===== src/rtl/gcd_req_sequencer.sv =====
// Request sequencer in front of the GCD core: buffers operand pairs, issues them one at a time,
// and returns each result with its operands (zero operands bypass the core; a hung core times out).
module gcd_req_sequencer #(
  parameter int WIDTH   = 8,
  parameter int DEPTH   = 4,
  parameter int TIMEOUT = 1023
) (
  input  logic                     clk_i,
  input  logic                     rst_i,
  input  logic                     req_valid_i,
  output logic                     req_ready_o,
  input  logic [WIDTH-1:0]         req_a_i,
  input  logic [WIDTH-1:0]         req_b_i,
  output logic                     gcd_valid_o,
  output logic [WIDTH-1:0]         gcd_a_o,
  output logic [WIDTH-1:0]         gcd_b_o,
  input  logic [WIDTH-1:0]         gcd_result_i,
  input  logic                     gcd_done_i,
  output logic                     rsp_valid_o,
  input  logic                     rsp_ready_i,
  output logic [WIDTH-1:0]         rsp_a_o,
  output logic [WIDTH-1:0]         rsp_b_o,
  output logic [WIDTH-1:0]         rsp_gcd_o,
  output logic                     rsp_err_o,
  output logic [$clog2(DEPTH):0]   count_o
);

  localparam int AW = $clog2(DEPTH);
  localparam int CW = AW + 1;
  localparam int TW = $clog2(TIMEOUT + 1);
  localparam logic [CW-1:0] FULL_COUNT = CW'(DEPTH);
  localparam logic [TW-1:0] TIMER_LAST = TW'(TIMEOUT - 1);

  typedef enum logic [1:0] {IDLE, ISSUE, WAIT, RESP} state_t;

  state_t           state;
  logic [WIDTH-1:0] mem_a [DEPTH];
  logic [WIDTH-1:0] mem_b [DEPTH];
  logic [AW-1:0]    wr_ptr;
  logic [AW-1:0]    rd_ptr;
  logic [CW-1:0]    count;
  logic [TW-1:0]    timer;
  logic             push;
  logic             pop;
  logic             empty;
  logic             head_zero;
  logic [WIDTH-1:0] head_a;
  logic [WIDTH-1:0] head_b;

  assign empty       = (count == '0);
  assign req_ready_o = (count != FULL_COUNT);
  assign count_o     = count;
  assign push        = req_valid_i && req_ready_o;
  assign head_a      = mem_a[rd_ptr];
  assign head_b      = mem_b[rd_ptr];
  assign head_zero   = (head_a == '0) || (head_b == '0);
  // The FIFO is only popped by the FSM: on issue, or directly from IDLE for a zero operand.
  assign pop         = (state == ISSUE) || ((state == IDLE) && !empty && head_zero);

  always_ff @(posedge clk_i) begin
    if (push) begin
      mem_a[wr_ptr] <= req_a_i;
      mem_b[wr_ptr] <= req_b_i;
    end
  end

  always_ff @(posedge clk_i or negedge rst_i) begin
    if (!rst_i) begin
      wr_ptr <= '0;
      rd_ptr <= '0;
      count  <= '0;
    end else begin
      if (push) wr_ptr <= wr_ptr + AW'(1);
      if (pop)  rd_ptr <= rd_ptr + AW'(1);
      case ({push, pop})
        2'b10:   count <= count + CW'(1);
        2'b01:   count <= count - CW'(1);
        default: count <= count;
      endcase
    end
  end

  // gcd_valid_o is registered so it is high exactly while the FSM sits in ISSUE.
  always_ff @(posedge clk_i or negedge rst_i) begin
    if (!rst_i) begin
      state       <= IDLE;
      timer       <= '0;
      gcd_valid_o <= 1'b0;
      gcd_a_o     <= '0;
      gcd_b_o     <= '0;
      rsp_valid_o <= 1'b0;
      rsp_a_o     <= '0;
      rsp_b_o     <= '0;
      rsp_gcd_o   <= '0;
      rsp_err_o   <= 1'b0;
    end else begin
      unique case (state)
        IDLE: begin
          if (!empty) begin
            if (head_zero) begin
              rsp_a_o     <= head_a;
              rsp_b_o     <= head_b;
              rsp_gcd_o   <= head_a | head_b;
              rsp_err_o   <= 1'b0;
              rsp_valid_o <= 1'b1;
              state       <= RESP;
            end else begin
              gcd_valid_o <= 1'b1;
              gcd_a_o     <= head_a;
              gcd_b_o     <= head_b;
              state       <= ISSUE;
            end
          end
        end
        ISSUE: begin
          gcd_valid_o <= 1'b0;
          rsp_a_o     <= head_a;
          rsp_b_o     <= head_b;
          timer       <= '0;
          state       <= WAIT;
        end
        WAIT: begin
          timer <= timer + TW'(1);
          // A result arriving on the last allowed cycle still counts as success.
          if (gcd_done_i) begin
            rsp_gcd_o   <= gcd_result_i;
            rsp_err_o   <= 1'b0;
            rsp_valid_o <= 1'b1;
            state       <= RESP;
          end else if (timer == TIMER_LAST) begin
            rsp_gcd_o   <= '0;
            rsp_err_o   <= 1'b1;
            rsp_valid_o <= 1'b1;
            state       <= RESP;
          end
        end
        RESP: begin
          if (rsp_ready_i) begin
            rsp_valid_o <= 1'b0;
            state       <= IDLE;
          end
        end
        default: state <= IDLE;
      endcase
    end
  end

endmodule

===== config.mk =====
export PLATFORM = sky130hd
export DESIGN_NAME = gcd_req_sequencer
export DESIGN_NICKNAME = d
export VERILOG_FILES = /design/src/rtl/gcd_req_sequencer.sv
export SDC_FILE = /design/constraint.sdc
export NUM_CORES = 1
export LEC_CHECK = 0
export ABC_AREA = 0
export CORE_ASPECT_RATIO = 0.75
export CORE_MARGIN = 2
export CORE_UTILIZATION = 40
export DETAILED_ROUTE_END_ITERATION = 8
export SETUP_SLACK_MARGIN = 0.2
export SYNTH_ARGS = -nofsm -noshare
export SYNTH_HDL_FRONTEND = slang
export SYNTH_SLANG_ARGS = --single-unit
export TNS_END_PERCENT = 20

===== constraint.sdc =====
create_clock -name clk_i -period 2.8 [get_ports clk_i]
set_input_delay 0.7 -clock clk_i [delete_from_list [all_inputs] [get_ports clk_i]]
set_output_delay 0.7 -clock clk_i [all_outputs]
set_load 0.005 [all_outputs]

Word-level counts from Yosys, hierarchy flattened
Memory sizes are Yosys's and may differ from the RTL's.
Index checks and enable logic that the tools add are counted.
- flip-flop bits (word level): 62
- bits in writable memories: 64
- bits of input ports: 29
- memories kept: 2
- add/sub/neg operators: 5
- eq/ne operators: 12
- muxes and demuxes: 34
- bitwise operators: 3
- reduce and logical (&&, ||, !) cells: 21
- memory list (name ; words ; width ; rd ports ; clocked after memory_dff ; write ports ; RTL line ; source):
    mem_a ; 4 ; 8 ; 1 ; 0 ; 1 ; 37 ; logic [WIDTH-1:0] mem_a [DEPTH];
    mem_b ; 4 ; 8 ; 1 ; 0 ; 1 ; 38 ; logic [WIDTH-1:0] mem_b [DEPTH];
- operator list (cell ; count):
    two-way mux 8 bit ; 8
    one-hot mux 8 bit (2 select lines) ; 3
    one-hot mux 10 bit (2 select lines) ; 1
    logical NOT 8 bit ; 2
    two-way mux 1 bit ; 12
    AND reduction 3 bit ; 4
    adder 10 x 1 -> 10 bit (second input constant) ; 1
    == test 10 bit (second input constant) ; 1
    two-way mux 2 bit ; 5
    != test 2 bit (second input constant) ; 4
    bitwise OR 8 bit ; 1
    one-hot mux 2 bit (4 select lines) ; 1
    nonzero test 2 bit ; 4
    == test 2 bit (second input constant) ; 3
    != test 3 bit (second input constant) ; 2
    one-hot mux 3 bit (2 select lines) ; 1
    AND reduction 5 bit ; 1
    adder 2 x 1 -> 2 bit (second input constant) ; 2
    == test 2 x 1 -> 1 bit (second input constant) ; 2
    one-hot mux 1 bit (2 select lines) ; 2
    AND reduction 4 bit ; 1
    adder 3 x 1 -> 3 bit (second input constant) ; 1
    logical AND 1 bit ; 3
    logical NOT 3 bit ; 1
    other kinds (7) ; 9

Depth between registers and ports, before layout
- depth in word-level cells: 7
- gate-level depth with buffers: 13
- depth with buffers taken out: 11

Least setup slack after synthesis
OpenSTA, ideal clock, no wires.
- path kind: register to register
- start: reg rd_ptr[0]
- end: reg count[2] (netlist: count_o[2])
- library setup time: 0.079 ns
- data arrival time: 2.998 ns
- data required time: 2.721 ns
- slack: -0.277 ns
- stages on the path, launching flop included: 13
- clock period less this slack: 3.077 ns
- cell sequence: dfrtp_1 > buf_2 > mux4_2 > nor4_2 > nand2_2 > a21oi_4 > or2_2 > ha_1 > inv_1 > fa_1 > xor2_1 > nor2_1 > xor2_1
- word-level cells in the longest chain between the ends: 7
- RTL lines (item ; RTL line ; source):
    start: declaration ; 40 ; logic [AW-1:0] rd_ptr;
    start signal: assignment ; 74 ; if (pop) rd_ptr <= rd_ptr + AW'(1);
    memory (4 x 8 bit) (on tied branches) ; n/a ;
    logical NOT 8 bit ; 56 ; assign head_zero = (head_a == '0) || (head_b == '0);
    logical OR 1 bit (*) ; 56 ;
    logical AND 1 bit (*) ; 58 ; assign pop = (state == ISSUE) || ((state == IDLE) && !empty && head_zero);
    logical OR 1 bit (*) ; 58 ;
    net pop ; 44 ; logic pop;
    == test 2 x 1 -> 1 bit / == test 2 bit (equally long branches) ; 75 ; case ({push, pop})
    one-hot mux 3 bit (2 select lines) / nonzero test 2 bit (equally long branches) ; n/a ;
    end signal: assignment ; 76 ; 2'b10: count <= count + CW'(1);
    end signal: assignment ; 77 ; 2'b01: count <= count - CW'(1);
    end signal: assignment ; 78 ; default: count <= count;
    end: declaration ; 41 ; logic [CW-1:0] count;
The timed path passes the listed nets; every way through them passes the cells marked *.
A chain may end at the register's enable or synchronous reset.

Worst setup path in the final report
Ends and elaborated chain as after synthesis.

==> summary.txt <==
Floorplan
  – Core ar.: 0.0137 mm²
  – Die ar.: 0.0151 mm²
  – Height of the die: 107 µm
  – Row count: 37
  – Io pins: 76
  – Die Wd: roughly 140 µm
  – Initial core utilization: 41.1%

Hold path
  – Worst hold-check path type: in -> async

Clock tree
  – CTS Buf Count: 17
  – Clk sinks: 126
  – H-tree depth: 4
  – CTS tree: done
  – Clock root buffer: clkbuf_16
  – CTS Buffer Depth: 2
  – Insertion delay to the later sink of the worst-skew pair: 410 ps
  – CTS clk-pin slew, worst paths: about 60 ps
  – Hold_buf cts: 0

Power
  – Sw Share: 33.7%
  – Peak VDD IR: 0.493 mV
  – Internal cell power: around 5800 µW
  – Leak: 0.00293 µW
  – Sequential power share: between 30% and 40%
  – PD cells: 1160 mW/mm²
  – Total power: approximately 8700 µW
  – Clock share of power: between 20% and 30%
  – Gate power share: around two fifths
  – Psw: 2940 µW

Placed design
  – DP HPWL: around 9600 µm
  – Dpl cells: 687
  – Placed Area: 0.00686 mm²
  – Input/output buffers: 75
  – GP Congestion: 0.838

Yosys
  – Synth cell types: 49
  – Post-synthesis net count: 461
  – Synth Area per Inst: around 13 µm²
  – Cell Area, Synth: 0.00565 mm²
  – Ys Warns: 0
  – Seq cells post-synth: 126
  – Synth Flop Type: edfxtp_1
  – EDFF count, synth: 64
  – Seq/Total Area, Yosys: 61.5%
  – Syn Inst Count: around 420
  – Async set or reset register ratio after synthesis: 49.2%

Worst setup path
  – WP data required: 3140 ps
  – FF-to-FF path depth: 12
  – WP data arrival: 3170 ps
  – Critical Path Fanout Max: 16
  – R2r endpoint: count_o[2]$_DFFE_PN0P_
  – WP buf/inv: 2
  – CP startpoint kind: register
  – CP top delay family: simple AND/OR/NAND/NOR gates
  – Critical path's slowest cell: mux4_2
  – Reg2Reg Launch Point: rd_ptr[0]$_DFFE_PN0P_
  – Flop2flop setup slack: -30 ps
  – Cell Chain, Critical Path: buf_12 -> mux4_2 -> nor4_4 -> nand2_2 -> a21oi_4 -> or2_4 -> ha_4 -> inv_2 -> fa_2 -> xor2_1 -> nor2_1 -> xor2_1
  – Critical Path Most Common Cell: xor2_1
  – CP max stage delay: between 500 and 600 ps
  – Crit. End Element: register
  – Classification of the worst setup path: reg -> reg

Layout
  – Diodes inserted: 0
  – Final nets: 577
  – Fin util: between 50% and 60%
  – Area grow syn2layout: 33.1%
  – Cell area after layout: 0.00752 mm²
  – Final cell count without fillers: 723
  – Layout fillers: 1118
  – Layout cells sized above 1: a little over a fifth

Drt
  – Final ANT Viol Nets: 0
  – First-pass DRT Iterations: 5
  – Routed WL: 13900 µm
  – DR DRC count: 0
  – Number of DRC markers in iteration 0: ~270
  – Via count: 3964
  – Via/cell ratio: 5.48
  – Wire per inst: between 15 and 20 µm

GRT
  – Number of global-route vias before repair: about 4.0k
  – Grt ovf: 0
  – Largest net degree at the start of global routing: 42
  – Total track usage: 19.3%
  – Antenna violations before repair: 0
  – First-pass GRT wire length: 21900 µm

Timing
  – Slew headroom: 49.3%
  – Setup TNS: -30.1 ps
  – Tightest Pin Transition: ~760 ps
  – Slew Limit Fails: 0
  – Max Clk Rate: 353 MHz
  – Setup WS post-layout: -30.1 ps
  – Fin. Hold Viols: 0
  – Unrepaired setup endpoints after global routing: yes
  – Clock Skew: around 8.4 ps
  – Minimum clock period: 2830 ps
  – Setup Viol. Count Final: 1
  – Final period utilization: 101%

Run status
  – Failing checks: negative setup slack
  – Status: finished, violations left

Job
  – Max Cap Viol: 0
==> area by class of cell <==
| type | count | area [µm²] | area share (%) |
|---|---|---|---|
| Multi-Input combinational cell | 261 | 2080 | 27.7 |
| Clock inverter | 13 | 164 | 2.18 |
| Clock buffer | 19 | 433 | 5.76 |
| Tap cell | 175 | 219 | 2.91 |
| Sequential cell | 126 | 3470 | 46.2 |
| Inverter | 13 | 48.8 | 0.649 |
| Timing Repair Buffer | 116 | 1100 | 14.7 |
==> sequential cells by signal, summed over array words and instances, names as in the netlist, 3 cells and up <==
| signal | cells |
|---|---|
| mem_a | 32 |
| mem_b | 32 |
| timer | 10 |
| rsp_gcd_o | 8 |
| rsp_a_o | 8 |
| gcd_a_o | 8 |
| gcd_b_o | 8 |
| count_o | 3 |
| rsp_b_o | 8 |
==> power groups by stage <==
stage | clock network (µW) | registers, µW | logic, µW
3_5_place_dp | 0 | 2890 | 3530
6_report | 2230 | 2860 | 3640
4_1_cts | 2260 | 2860 | 3570
3_3_place_gp | 0 | 2870 | 3460
2_1_floorplan | 0 | 2830 | 1960
5_1_grt | 2340 | 2920 | 3970
==> kinds of logic after synthesis <==
group	share of synthesized area (%)
xor+xnor	0.775
mux	10.1
compound gates	9.59
flops	61.5
simple gates	12.3
buf+inv	2.70
fa+ha+maj	3.01
==> stage by stage <==
stage	hold WS [ps]	setup slack, ps
global placement	479	-7.40
finish	280	-30.1
detailed placement	489	-115
floorplan	404	-211
CTS	297	-67.9
global route	318	-201
==> worst reg2reg max path, stage by stage (launching register included) <==
cell	delay [ps]
dfrtp_1	370
buf_12	180
mux4_2	570
nor4_4	320
nand2_2	120
a21oi_4	160
or2_4	140
ha_4	120
inv_2	30
fa_2	320
xor2_1	140
nor2_1	120
xor2_1	160
==> per-layer routing <==
metal | GRT usage [%] | vias to the layer above | wire length, µm
met5 | 0 | - | 0
met1 | 27.5 | 1982 | 6290
met2 | 29.0 | 154 | 6340
met4 | 6.86 | 0 | 176
met3 | 4.56 | 19 | 1120
li1 | - | 1809 | -
==> cells in the final DEF, fill, tap and decap left out, types with 5 or more instances in the layout <==
master           Yosys  final
nand2_1             73     73
mux2_1              10     10
nor2b_1              5      5
a22o_1               5      5
o21ai_0             11     11
o211ai_1             9      9
o211ai_2            10     10
buf_4                0     37
dfrtp_1             62     62
edfxtp_1            64     64
o22ai_1              8      8
and3_1               6      6
nand3_1             25     25
mux4_2              16     16
o311ai_0             9      9
ha_1                12     11
clkdlybuf4s50_1      0     74
inv_1               13     12
nor2_1               8      8
mux2_2               7      7
clkbuf_16            0     17
==> how the worst max path moves through the flow <==
stage / cells after the start / from / endpoint / slack [ps]
global placement: 12 / rd_ptr[0]$_DFFE_PN0P_ / count_o[2]$_DFFE_PN0P_ / -7
detailed placement: 12 / rd_ptr[0]$_DFFE_PN0P_ / count_o[2]$_DFFE_PN0P_ / -110
CTS: 12 / rd_ptr[0]$_DFFE_PN0P_ / count_o[2]$_DFFE_PN0P_ / -70
global route: 12 / rd_ptr[0]$_DFFE_PN0P_ / count_o[2]$_DFFE_PN0P_ / -200
finish: 12 / rd_ptr[0]$_DFFE_PN0P_ / count_o[2]$_DFFE_PN0P_ / -30
floorplan: 12 / rd_ptr[0]$_DFFE_PN0P_ / count_o[2]$_DFFE_PN0P_ / -210
==> repair_timing <==
action,in CTS,in global routing
pin swaps,0,3
endpoints found under the setup margin,2,26
setup buffers,0,4
resized for setup,1,3
==> synthesized netlist by cell type (all sizes together) (2+ instances only) <==
master	count	area (µm²)
or3	3	18.8
edfxtp	64	1920
o211ai	19	193
nor4	4	58.8
and2	3	18.8
nand3	26	143
nand4	4	25.0
or2	2	12.5
xor2	3	26.3
buf	8	62.6
inv	13	48.8
o311ai	10	87.6
o22ai	8	50.1
xnor2	2	17.5
a21oi	4	35.0
mux2	17	191
clkbuf	11	41.3
nor3	3	15.0
nand2	75	287
dfrtp	62	1550
a22o	5	43.8
nand2b	2	12.5
mux4	16	360
and3	6	37.5
mux2i	2	20.0
nor2b	5	31.3
nor2	8	30.0
o21ai	13	65.1
ha	12	150
Power figures use the tool's default switching activity.
